<file path="src/rtl/accum_seq_pkg.sv">
// ============================================================================
// Module      : accum_seq_pkg
// Description : Shared types and parameter-legality helpers for the
//               accumulator sequencer (state encoding, counter widths,
//               elaboration-time parameter checks).
// Revision    : 1.0 - initial release
// ============================================================================
`default_nettype none

package accum_seq_pkg;

  // Sequencer states, 3-bit encoding.
  typedef enum logic [2:0] {
    ST_IDLE = 3'd0,
    ST_CLR  = 3'd1,
    ST_RD   = 3'd2,
    ST_LD   = 3'd3,
    ST_TR   = 3'd4,
    ST_WR   = 3'd5,
    ST_DONE = 3'd6
  } state_t;

  // Bits needed to count n distinct values (never less than 1).
  function automatic int cnt_w(input int n);
    return (n <= 2) ? 1 : $clog2(n);
  endfunction

  function automatic bit group_len_ok(input int group_len);
    return group_len >= 2;
  endfunction

  function automatic bit rd_lat_ok(input int rd_lat);
    return rd_lat >= 1;
  endfunction

  // All groups must fit in the address space without wrapping.
  function automatic bit capacity_ok(input int addr_w, input int group_len,
                                     input int num_groups);
    return (num_groups >= 1) && ((num_groups * group_len) <= (1 << addr_w));
  endfunction

endpackage

`default_nettype wire

</file>
<file path="src/rtl/accum_seq_addr_gen.sv">
// ============================================================================
// Module      : accum_seq_addr_gen
// Description : Address register plus operand and group counters for the
//               accumulator sequencer.
// Ports       : clk, rst_n         - clock, async active-low reset
//               i_clr              - synchronous clear of address and counters
//               i_op_step          - advance to next operand / result slot
//               i_grp_step         - leave result slot: next base or back to 0
//               o_address          - memory address
//               o_last_operand     - current operand is the group's last
//               o_last_group       - current group is the run's last
// Revision    : 1.0 - initial release
// ============================================================================
`default_nettype none

module accum_seq_addr_gen
  import accum_seq_pkg::*;
#(
  parameter int ADDR_W     = 5,
  parameter int GROUP_LEN  = 8,
  parameter int NUM_GROUPS = 4
) (
  input  logic              clk,
  input  logic              rst_n,
  input  logic              i_clr,
  input  logic              i_op_step,
  input  logic              i_grp_step,
  output logic [ADDR_W-1:0] o_address,
  output logic              o_last_operand,
  output logic              o_last_group
);

  localparam int OP_W  = cnt_w(GROUP_LEN - 1);
  localparam int GRP_W = cnt_w(NUM_GROUPS);
  localparam logic [OP_W-1:0]  LAST_OP  = OP_W'(GROUP_LEN - 2);
  localparam logic [GRP_W-1:0] LAST_GRP = GRP_W'(NUM_GROUPS - 1);

  logic [ADDR_W-1:0] r_addr;
  logic [OP_W-1:0]   r_op_cnt;
  logic [GRP_W-1:0]  r_grp_cnt;
  logic              w_last_op;
  logic              w_last_grp;

  assign w_last_op  = (r_op_cnt == LAST_OP);
  assign w_last_grp = (r_grp_cnt == LAST_GRP);

  always_ff @(posedge clk or negedge rst_n) begin
    if (!rst_n) begin
      r_addr    <= '0;
      r_op_cnt  <= '0;
      r_grp_cnt <= '0;
    end else if (i_clr) begin
      r_addr    <= '0;
      r_op_cnt  <= '0;
      r_grp_cnt <= '0;
    end else if (i_op_step) begin
      // After the last operand the address lands on the result slot.
      r_addr   <= r_addr + ADDR_W'(1);
      r_op_cnt <= w_last_op ? '0 : r_op_cnt + OP_W'(1);
    end else if (i_grp_step) begin
      // Final result slot may be 2**ADDR_W-1; return to 0 explicitly
      // rather than relying on wrap-around.
      if (w_last_grp) begin
        r_addr    <= '0;
        r_grp_cnt <= '0;
      end else begin
        r_addr    <= r_addr + ADDR_W'(1);
        r_grp_cnt <= r_grp_cnt + GRP_W'(1);
      end
    end
  end

  assign o_address      = r_addr;
  assign o_last_operand = w_last_op;
  assign o_last_group   = w_last_grp;

endmodule

`default_nettype wire

</file>
<file path="src/rtl/accum_sequencer.sv">
// ============================================================================
// Module      : accum_sequencer
// Description : Control sequencer for a RAM-plus-accumulator datapath. Walks
//               NUM_GROUPS groups of GROUP_LEN words, accumulates the first
//               GROUP_LEN-1 words of each group and writes the sum into the
//               group's last word. Start/busy handshake, continuous mode,
//               abort and configurable read latency.
// Ports       : clk, rst_n   - clock, async active-low reset
//               i_start      - run request (sampled in IDLE only)
//               i_cont       - continuous mode, checked at DONE
//               i_abort      - synchronous abort to IDLE
//               o_address    - memory address
//               o_rden       - memory read enable
//               o_wren       - memory write enable (data = accumulator)
//               o_load       - accumulator operand load strobe
//               o_clear      - accumulator clear, active-low
//               o_transf     - accumulator transfer/add strobe
//               o_ready      - one-cycle run-complete pulse
//               o_busy       - high whenever not IDLE
// Revision    : 1.0 - initial release
// ============================================================================
`default_nettype none

module accum_sequencer
  import accum_seq_pkg::*;
#(
  parameter int ADDR_W     = 5,
  parameter int GROUP_LEN  = 8,
  parameter int NUM_GROUPS = 4,
  parameter int RD_LAT     = 1
) (
  input  logic              clk,
  input  logic              rst_n,
  input  logic              i_start,
  input  logic              i_cont,
  input  logic              i_abort,
  output logic [ADDR_W-1:0] o_address,
  output logic              o_rden,
  output logic              o_wren,
  output logic              o_load,
  output logic              o_clear,
  output logic              o_transf,
  output logic              o_ready,
  output logic              o_busy
);

  // Parameter legality, checked at elaboration.
  if (!group_len_ok(GROUP_LEN)) begin : g_chk_group_len
    $error("accum_sequencer: GROUP_LEN must be >= 2");
  end
  if (!rd_lat_ok(RD_LAT)) begin : g_chk_rd_lat
    $error("accum_sequencer: RD_LAT must be >= 1");
  end
  if (!capacity_ok(ADDR_W, GROUP_LEN, NUM_GROUPS)) begin : g_chk_capacity
    $error("accum_sequencer: NUM_GROUPS*GROUP_LEN exceeds address space");
  end

  localparam int LAT_W = cnt_w(RD_LAT);
  localparam logic [LAT_W-1:0] LAT_LAST = LAT_W'(RD_LAT - 1);

  state_t           r_state;
  state_t           w_next;
  logic [LAT_W-1:0] r_lat;
  logic             w_lat_done;
  logic             w_last_operand;
  logic             w_last_group;
  logic             w_op_step;
  logic             w_grp_step;

  logic r_rden, r_wren, r_load, r_clear, r_transf, r_ready, r_busy;

  // ---------------------------------------------------------------------
  // Address and counters
  // ---------------------------------------------------------------------
  assign w_op_step  = (r_state == ST_TR) && !i_abort;
  assign w_grp_step = (r_state == ST_WR) && !i_abort;

  accum_seq_addr_gen #(
    .ADDR_W     (ADDR_W),
    .GROUP_LEN  (GROUP_LEN),
    .NUM_GROUPS (NUM_GROUPS)
  ) u_addr_gen (
    .clk            (clk),
    .rst_n          (rst_n),
    .i_clr          (i_abort),
    .i_op_step      (w_op_step),
    .i_grp_step     (w_grp_step),
    .o_address      (o_address),
    .o_last_operand (w_last_operand),
    .o_last_group   (w_last_group)
  );

  // ---------------------------------------------------------------------
  // Read latency counter: counts RD cycles, restarts outside RD.
  // ---------------------------------------------------------------------
  assign w_lat_done = (r_lat == LAT_LAST);

  always_ff @(posedge clk or negedge rst_n) begin
    if (!rst_n) begin
      r_lat <= '0;
    end else if ((r_state == ST_RD) && !w_lat_done && !i_abort) begin
      r_lat <= r_lat + LAT_W'(1);
    end else begin
      r_lat <= '0;
    end
  end

  // ---------------------------------------------------------------------
  // FSM
  // ---------------------------------------------------------------------
  always_ff @(posedge clk or negedge rst_n) begin
    if (!rst_n) begin
      r_state <= ST_IDLE;
    end else begin
      r_state <= w_next;
    end
  end

  always_comb begin
    w_next = r_state;
    case (r_state)
      ST_IDLE: if (i_start) w_next = ST_CLR;
      ST_CLR:  w_next = ST_RD;
      ST_RD:   if (w_lat_done) w_next = ST_LD;
      ST_LD:   w_next = ST_TR;
      ST_TR:   w_next = w_last_operand ? ST_WR : ST_RD;
      ST_WR:   w_next = w_last_group ? ST_DONE : ST_CLR;
      ST_DONE: w_next = i_cont ? ST_CLR : ST_IDLE;
      default: w_next = ST_IDLE;
    endcase
    // Abort overrides everything, including a start in IDLE.
    if (i_abort) begin
      w_next = ST_IDLE;
    end
  end

  // ---------------------------------------------------------------------
  // Output registers: decoded from the next state so each strobe is a
  // flop that lines up exactly with the state it belongs to.
  // ---------------------------------------------------------------------
  always_ff @(posedge clk or negedge rst_n) begin
    if (!rst_n) begin
      r_rden   <= 1'b0;
      r_wren   <= 1'b0;
      r_load   <= 1'b0;
      r_clear  <= 1'b0;
      r_transf <= 1'b0;
      r_ready  <= 1'b0;
      r_busy   <= 1'b0;
    end else begin
      r_rden   <= (w_next == ST_RD) || (w_next == ST_LD);
      r_wren   <= (w_next == ST_WR);
      r_load   <= (w_next == ST_LD);
      r_clear  <= !((w_next == ST_IDLE) || (w_next == ST_CLR));
      r_transf <= (w_next == ST_TR);
      r_ready  <= (w_next == ST_DONE);
      r_busy   <= (w_next != ST_IDLE);
    end
  end

  assign o_rden   = r_rden;
  assign o_wren   = r_wren;
  assign o_load   = r_load;
  assign o_clear  = r_clear;
  assign o_transf = r_transf;
  assign o_ready  = r_ready;
  assign o_busy   = r_busy;

endmodule

`default_nettype wire
</file>
<file path="config.mk">
export PLATFORM = sky130hd
export DESIGN_NAME = accum_sequencer
export DESIGN_NICKNAME = d
export VERILOG_FILES = /design/src/rtl/accum_seq_pkg.sv /design/src/rtl/accum_seq_addr_gen.sv /design/src/rtl/accum_sequencer.sv
export SDC_FILE = /design/constraint.sdc
export NUM_CORES = 1
export LEC_CHECK = 0
export ABC_AREA = 1
export BUFFER_PORTS_ARGS = -buffer_cell sky130_fd_sc_hd__buf_2
export CAP_MARGIN = 10
export CORE_ASPECT_RATIO = 0.7
export CORE_MARGIN = 4
export CORE_UTILIZATION = 47
export CTS_BUF_LIST = sky130_fd_sc_hd__clkbuf_2 sky130_fd_sc_hd__clkbuf_4 sky130_fd_sc_hd__clkbuf_8
export CTS_CLUSTER_DIAMETER = 40
export DETAILED_ROUTE_END_ITERATION = 10
export HOLD_SLACK_MARGIN = 0.02
export PLACE_DENSITY = 0.71
export SYNTH_ARGS = -nofsm -noshare
export SYNTH_HDL_FRONTEND = slang
export SYNTH_SLANG_ARGS = --single-unit
</file>
<file path="constraint.sdc">
create_clock -name clk -period 1.24 [get_ports clk]
set_input_delay 0.062 -clock clk [delete_from_list [all_inputs] [get_ports clk]]
set_output_delay 0.062 -clock clk [all_outputs]
set_load 0.005 [all_outputs]
</file>
# Yosys cells after proc, flatten, opt, wreduce, memory -nomap -nowiden
# Index checks and enable logic that the tools add are counted.
dict set report word_totals {
  out_inout_bits 12
  mem_bits_ro 0
  ff_bits 21
  ramBits 0
  elab_cells 65
  latchBits 0
  mem_count 0
}
dict set report op_classes {
  shift 0
  bitwise_logic 0
  eq_ne 15
  mul 0
  div 0
  add_sub_neg 4
  muxes 19
  n_reduce_logical 15
  order_cmp 0
}
# operator count
set op_table {}
lappend op_table {{3-bit two-way mux} 8}
lappend op_table {{3-bit equality test (second input constant)} 7}
lappend op_table {{3-bit one-hot mux with 7 select lines} 1}
lappend op_table {{5-bit two-way mux} 4}
lappend op_table {{3-bit by 2-bit equality test with 1-bit output (second input constant)} 4}
lappend op_table {{2-bit two-way mux} 4}
lappend op_table {{3-bit by 1-bit equality test with 1-bit output (second input constant)} 2}
lappend op_table {{3-bit zero test} 2}
lappend op_table {{3-bit nonzero test} 2}
lappend op_table {{5-bit by 1-bit adder with 5-bit output (second input constant)} 1}
lappend op_table {{1-bit logical AND} 4}
lappend op_table {{2-bit nonzero test} 2}
lappend op_table {{3-bit by 1-bit adder with 3-bit output (second input constant)} 1}
lappend op_table {{2-bit by 1-bit adder with 2-bit output (second input constant)} 1}
lappend op_table {{2-bit equality test (second input constant)} 1}
lappend op_table {{1-bit zero test} 2}
lappend op_table {{1-bit logical OR} 2}
lappend op_table {{1-bit two-way mux} 2}
lappend op_table {{2-bit != test (second input constant)} 1}
lappend op_table {{2-bit AND reduction} 1}
lappend op_table {{1-bit adder (second input constant)} 1}

# Depth between registers and ports, before layout
dict set report depth {
  ltp_word 7
  depth_mapped 8
  depth_no_buf 8
}

# Cells and area by module
# A second synthesis with hierarchy kept.
dict set report hier_totals {
  hier_cells 122
  area_unflattened_um2 1022.2
}
# module area_per_inst_um2 n_inst cells_per_inst
set modules_own_cells {}
lappend modules_own_cells {accum_seq_addr_gen 546.8 1 69}
lappend modules_own_cells {accum_sequencer 475.5 1 53}

# Worst setup path before layout
# OpenSTA, ideal clock, no wires.
dict set report synth_timing {
  kind {reg2reg}
  from {register u_addr_gen.r_grp_cnt[0]}
  to {register r_busy, in the netlist o_busy}
  t_arrival_ns 1.035
  setup_time_ns 0.126
  path_slack_ns 0.079
  t_required_ns 1.114
  path_buffers 0
  path_stages_with_launch 8
  path_cell_list {dfrtp_1 -> ha_1 -> nand4_1 -> nand2_1 -> inv_1 -> nand2_2 -> nand2_2 -> nand3_1}
}
dict set report synth_between {
  elab_chain_cells 5
}
# element line
set synth_lines {}
lappend synth_lines {{from (decl)} accum_seq_addr_gen.sv:40} ;# logic [GRP_W-1:0] r_grp_cnt;
lappend synth_lines {{from (signal assigned)} accum_seq_addr_gen.sv:68} ;# r_grp_cnt <= r_grp_cnt + GRP_W'(1);
lappend synth_lines {{2-bit equality test} accum_seq_addr_gen.sv:45} ;# assign w_last_grp = (r_grp_cnt == LAST_GRP);
lappend synth_lines {{3-bit two-way mux} accum_sequencer.sv:127} ;# ST_WR: w_next = w_last_group ? ST_DONE : ST_CLR;
lappend synth_lines {{3-bit one-hot mux with 7 select lines} accum_sequencer.sv:121} ;# case (r_state)
lappend synth_lines {{3-bit two-way mux} accum_sequencer.sv:132} ;# if (i_abort) begin
lappend synth_lines {{3-bit nonzero test} accum_sequencer.sv:157} ;# r_busy <= (w_next != ST_IDLE);
lappend synth_lines {{to (signal assigned)} accum_sequencer.sv:157}
lappend synth_lines {{to (decl)} accum_sequencer.sv:70} ;# logic r_rden, r_wren, r_load, r_clear, r_transf, r_ready, r_busy;
# Every way passes these cells.
# A chain may end at the register's enable or synchronous reset.

# Final worst setup path
dict set report layout_timing {
  from {register u_addr_gen.r_op_cnt[0]}
  to {register r_busy, in the netlist o_busy}
}
dict set report layout_between {
  elab_chain_cells 5
}
# element line
set layout_lines {}
lappend layout_lines {{from (decl)} accum_seq_addr_gen.sv:39} ;# logic [OP_W-1:0] r_op_cnt;
lappend layout_lines {{from (signal assigned)} accum_seq_addr_gen.sv:59} ;# r_op_cnt <= w_last_op ? '0 : r_op_cnt + OP_W'(1);
lappend layout_lines {{3-bit equality test} accum_seq_addr_gen.sv:44} ;# assign w_last_op = (r_op_cnt == LAST_OP);
lappend layout_lines {{3-bit two-way mux} accum_sequencer.sv:126} ;# ST_TR: w_next = w_last_operand ? ST_WR : ST_RD;
lappend layout_lines {{3-bit one-hot mux with 7 select lines} accum_sequencer.sv:121}
lappend layout_lines {{3-bit two-way mux} accum_sequencer.sv:132}
lappend layout_lines {{3-bit nonzero test} accum_sequencer.sv:157}
# Every way passes these cells.

==> reports/metrics.cfg <==
[setup_path]
reg2reg_to=o_busy
max_stage_delay_ns=0.40
crit_fanout=6
crit_top_cell=nand3_2
cpMaxStageDelayCell=dfrtp_1
arrival_ns=1.46
reg2reg_from=u_addr_gen.r_op_cnt[0]
crit_type=reg2reg
critical_path_required_ns=1.45
rrSetupSlack_ns=-0.02
crit_chain=inv_1 -> nand3_1 -> nand2_2 -> nand3_2 -> nand2_4 -> nand3_2
cp-end-kind=register
worstSetupStartpointType=register
r2r_cells=6

[finish]
final_area_sq_um=1430
antenna_cells=0
final_common_cell=nand2_1
drive_above_1_share_pct=44.5
fin_util_pct=72.0
final_cell_mix=nand2_1, dfrtp_1, buf_2
synthToLayoutAreaGrowth_pct=36.3
final_net_count=172

[timing]
final_max_slew_viol_count=0
period_minus_slack_ns=1.26
setup_slack_ns=-0.0152
setup_viol=7
max_freq_mhz=797
finalCritPeriodShare_pct=101
clock_skew_ns=0.00354
hold_violations=0
rsz0062_at_grt=true

[routing]
wl_mm=2.52
viasPerCell=5.01
drc_errors=0
drtIter0Drc=50
ant_nets=0
route.vias.total=972
routedWlPerCell_um=13.0
drt_first_pass_iters=4

[placement]
dp_hpwl_mm=1.67
io_buffer_count=16
placed_area_sq_um=1180
globalplace.congestion=0.877

[clock_network]
clk_pin_slew_ns=0.12
cts.sinks=21
cts-buffers-inserted=3
clock_path_buffers=2
htreeDepth=1
cts_tree=yes
clock-root-buffer=clkbuf_4
clk_latency_ns=0.31

[yosys]
synthTopCellsByArea=dfrtp_1, nand2_1, nand3_1
yosysWarnings=0
netlist_instances=131
synth_largest_area_cell=dfrtp_1
yosysSeqAreaShare_pct=50.1
syn_area_sq_um=1050
yosysTopAreaCellShare_pct=50.1
syn_nets=138
avgSynthCellArea_sq_um=8.00
synth_seq_cells=21
synth_cell_types=19

[hold_path]
hold_class=in2reg
worstHoldStart=i_start
holdPathEnd=o_transf
min_path_cells=6

[grt]
grt_pass1_wl_mm=3.71
grt_usage_pct=16.5
grt_max_degree=22
grt_pass1_vias=806
grt_overflow=0
grt_antenna_before_repair=0

[floorplan]
rows=13
io_pins=17
design.core.area_sq_um=1980
die-area_sq_um=3060
die_x_um=64.5
fp.dieH_um=47.5
start_util_pct=52.8

[power_and_ir_drop]
ir_drop_v=0.000704
p_leak_nw=0.800
switching_share_pct=31.0
pwr-share-clk_pct=24.2
powerDensity_nw_per_um2=978
pwr-share-seq_pct=54.0
switching_power_mw=0.433
internal_power_mw=0.965
combinationalPowerShare_pct=21.8
p_total_mw=1.40

[status]
status=finished with violations
violations=setup timing

[flow_run]
cap_violations=0

## critical path, delay by kind of cell, from the launching register on
kind / cells / cell delay (ns)
buf+inv: 1 / 0.11
flops: 1 / 0.40
simple gates: 5 / 0.65
## final cells by class
cell class | instances | area, sq um
inverter | 20 | 83.8
clock inverter | 1 | 5.00
fill | 164 | 556
clock buffer | 3 | 22.5
timing repair buffer | 30 | 194
multi-input combinational | 89 | 556
tap | 30 | 37.5
sequential | 21 | 531
## power by group through the flow
stage	logic [mW]	clock network, mW	registers, mW
after global routing	0.338	0.385	0.760
after global placement	0.206	0	0.761
after CTS	0.235	0.348	0.748
after floorplan	0.135	0	0.762
final	0.305	0.339	0.754
after detailed placement	0.213	0	0.762
## metrics by stage
| stage | std cells | setup slack, ns | TNS (ns) | hold slack, ns |
|---|---|---|---|---|
| 2_1_floorplan | 131 | 0.0787 | 0 | -0.234 |
| 3_3_place_gp | 179 | 0.00380 | 0 | 0.0393 |
| 3_5_place_dp | 179 | -0.0379 | -0.112 | 0.0418 |
| 4_1_cts | 188 | -0.00285 | -0.00285 | 0.161 |
| 5_1_grt | 194 | -0.0952 | -0.782 | 0.212 |
| 6_report | 194 | -0.0152 | -0.0687 | 0.176 |
## routing by layer
metal	global-route usage [%]	share of wire, %	vias to the layer above
li1	-	-	478
met1	22.9	48	457
met2	26.0	46	33
met3	4.23	5.5	4
met4	5.04	0.63	0
met5	0	0	-
## Yosys cell counts
library cell,count
nand3_2,2
nand3_1,13
inv_2,3
a21o_1,1
inv_1,17
nand4_1,2
nor2_4,1
nand2_1,33
a21oi_1,4
buf_6,1
o21ai_1,3
nor2_1,15
ha_1,2
nand2_2,5
a211oi_1,1
dfrtp_1,21
o21ai_0,4
conb_1,1
xor2_1,2
## how the worst max path moves through the flow
| stage | from | endpoint | slack [ns] |
|---|---|---|---|
| 6_report | u_addr_gen.r_op_cnt[0] | o_busy | -0.02 |
| 2_1_floorplan | u_addr_gen.r_grp_cnt[0] | o_busy | 0.08 |
| 3_5_place_dp | u_addr_gen.r_grp_cnt[0] | o_busy | -0.04 |
| 5_1_grt | u_addr_gen.r_op_cnt[0] | o_transf | -0.1 |
| 3_3_place_gp | r_state[0] | u_addr_gen.r_op_cnt[2] | 0.004 |
| 4_1_cts | r_state[0] | u_addr_gen.r_op_cnt[2] | -0.003 |
## sequential cells by signal (all words and copies together) (netlist names), 2 cells and up
| name | count |
|---|---|
| r_state | 3 |
| u_addr_gen.r_op_cnt | 3 |
| u_addr_gen.o_address | 5 |
| u_addr_gen.r_grp_cnt | 2 |
## repair_timing
action	in CTS	in global routing
hold buffers	2	0
endpoints found under the setup margin	13	19
pin swaps	1	9
hold endpoints to repair	22	0
resized for setup	6	37
buffers inserted	3	6
## kinds of logic after synthesis
logic type | count (synthesis) | synth area share, %
AOI/OAI and AO/OA | 13 | 6.68
adders and majority gates | 2 | 2.39
buffers and inverters | 21 | 8.23
DFF | 21 | 50.1
other | 1 | 0.358
xor gates and xnor gates | 2 | 1.67
and+or+nand+nor | 71 | 30.5
Power figures use the tool's default switching activity.
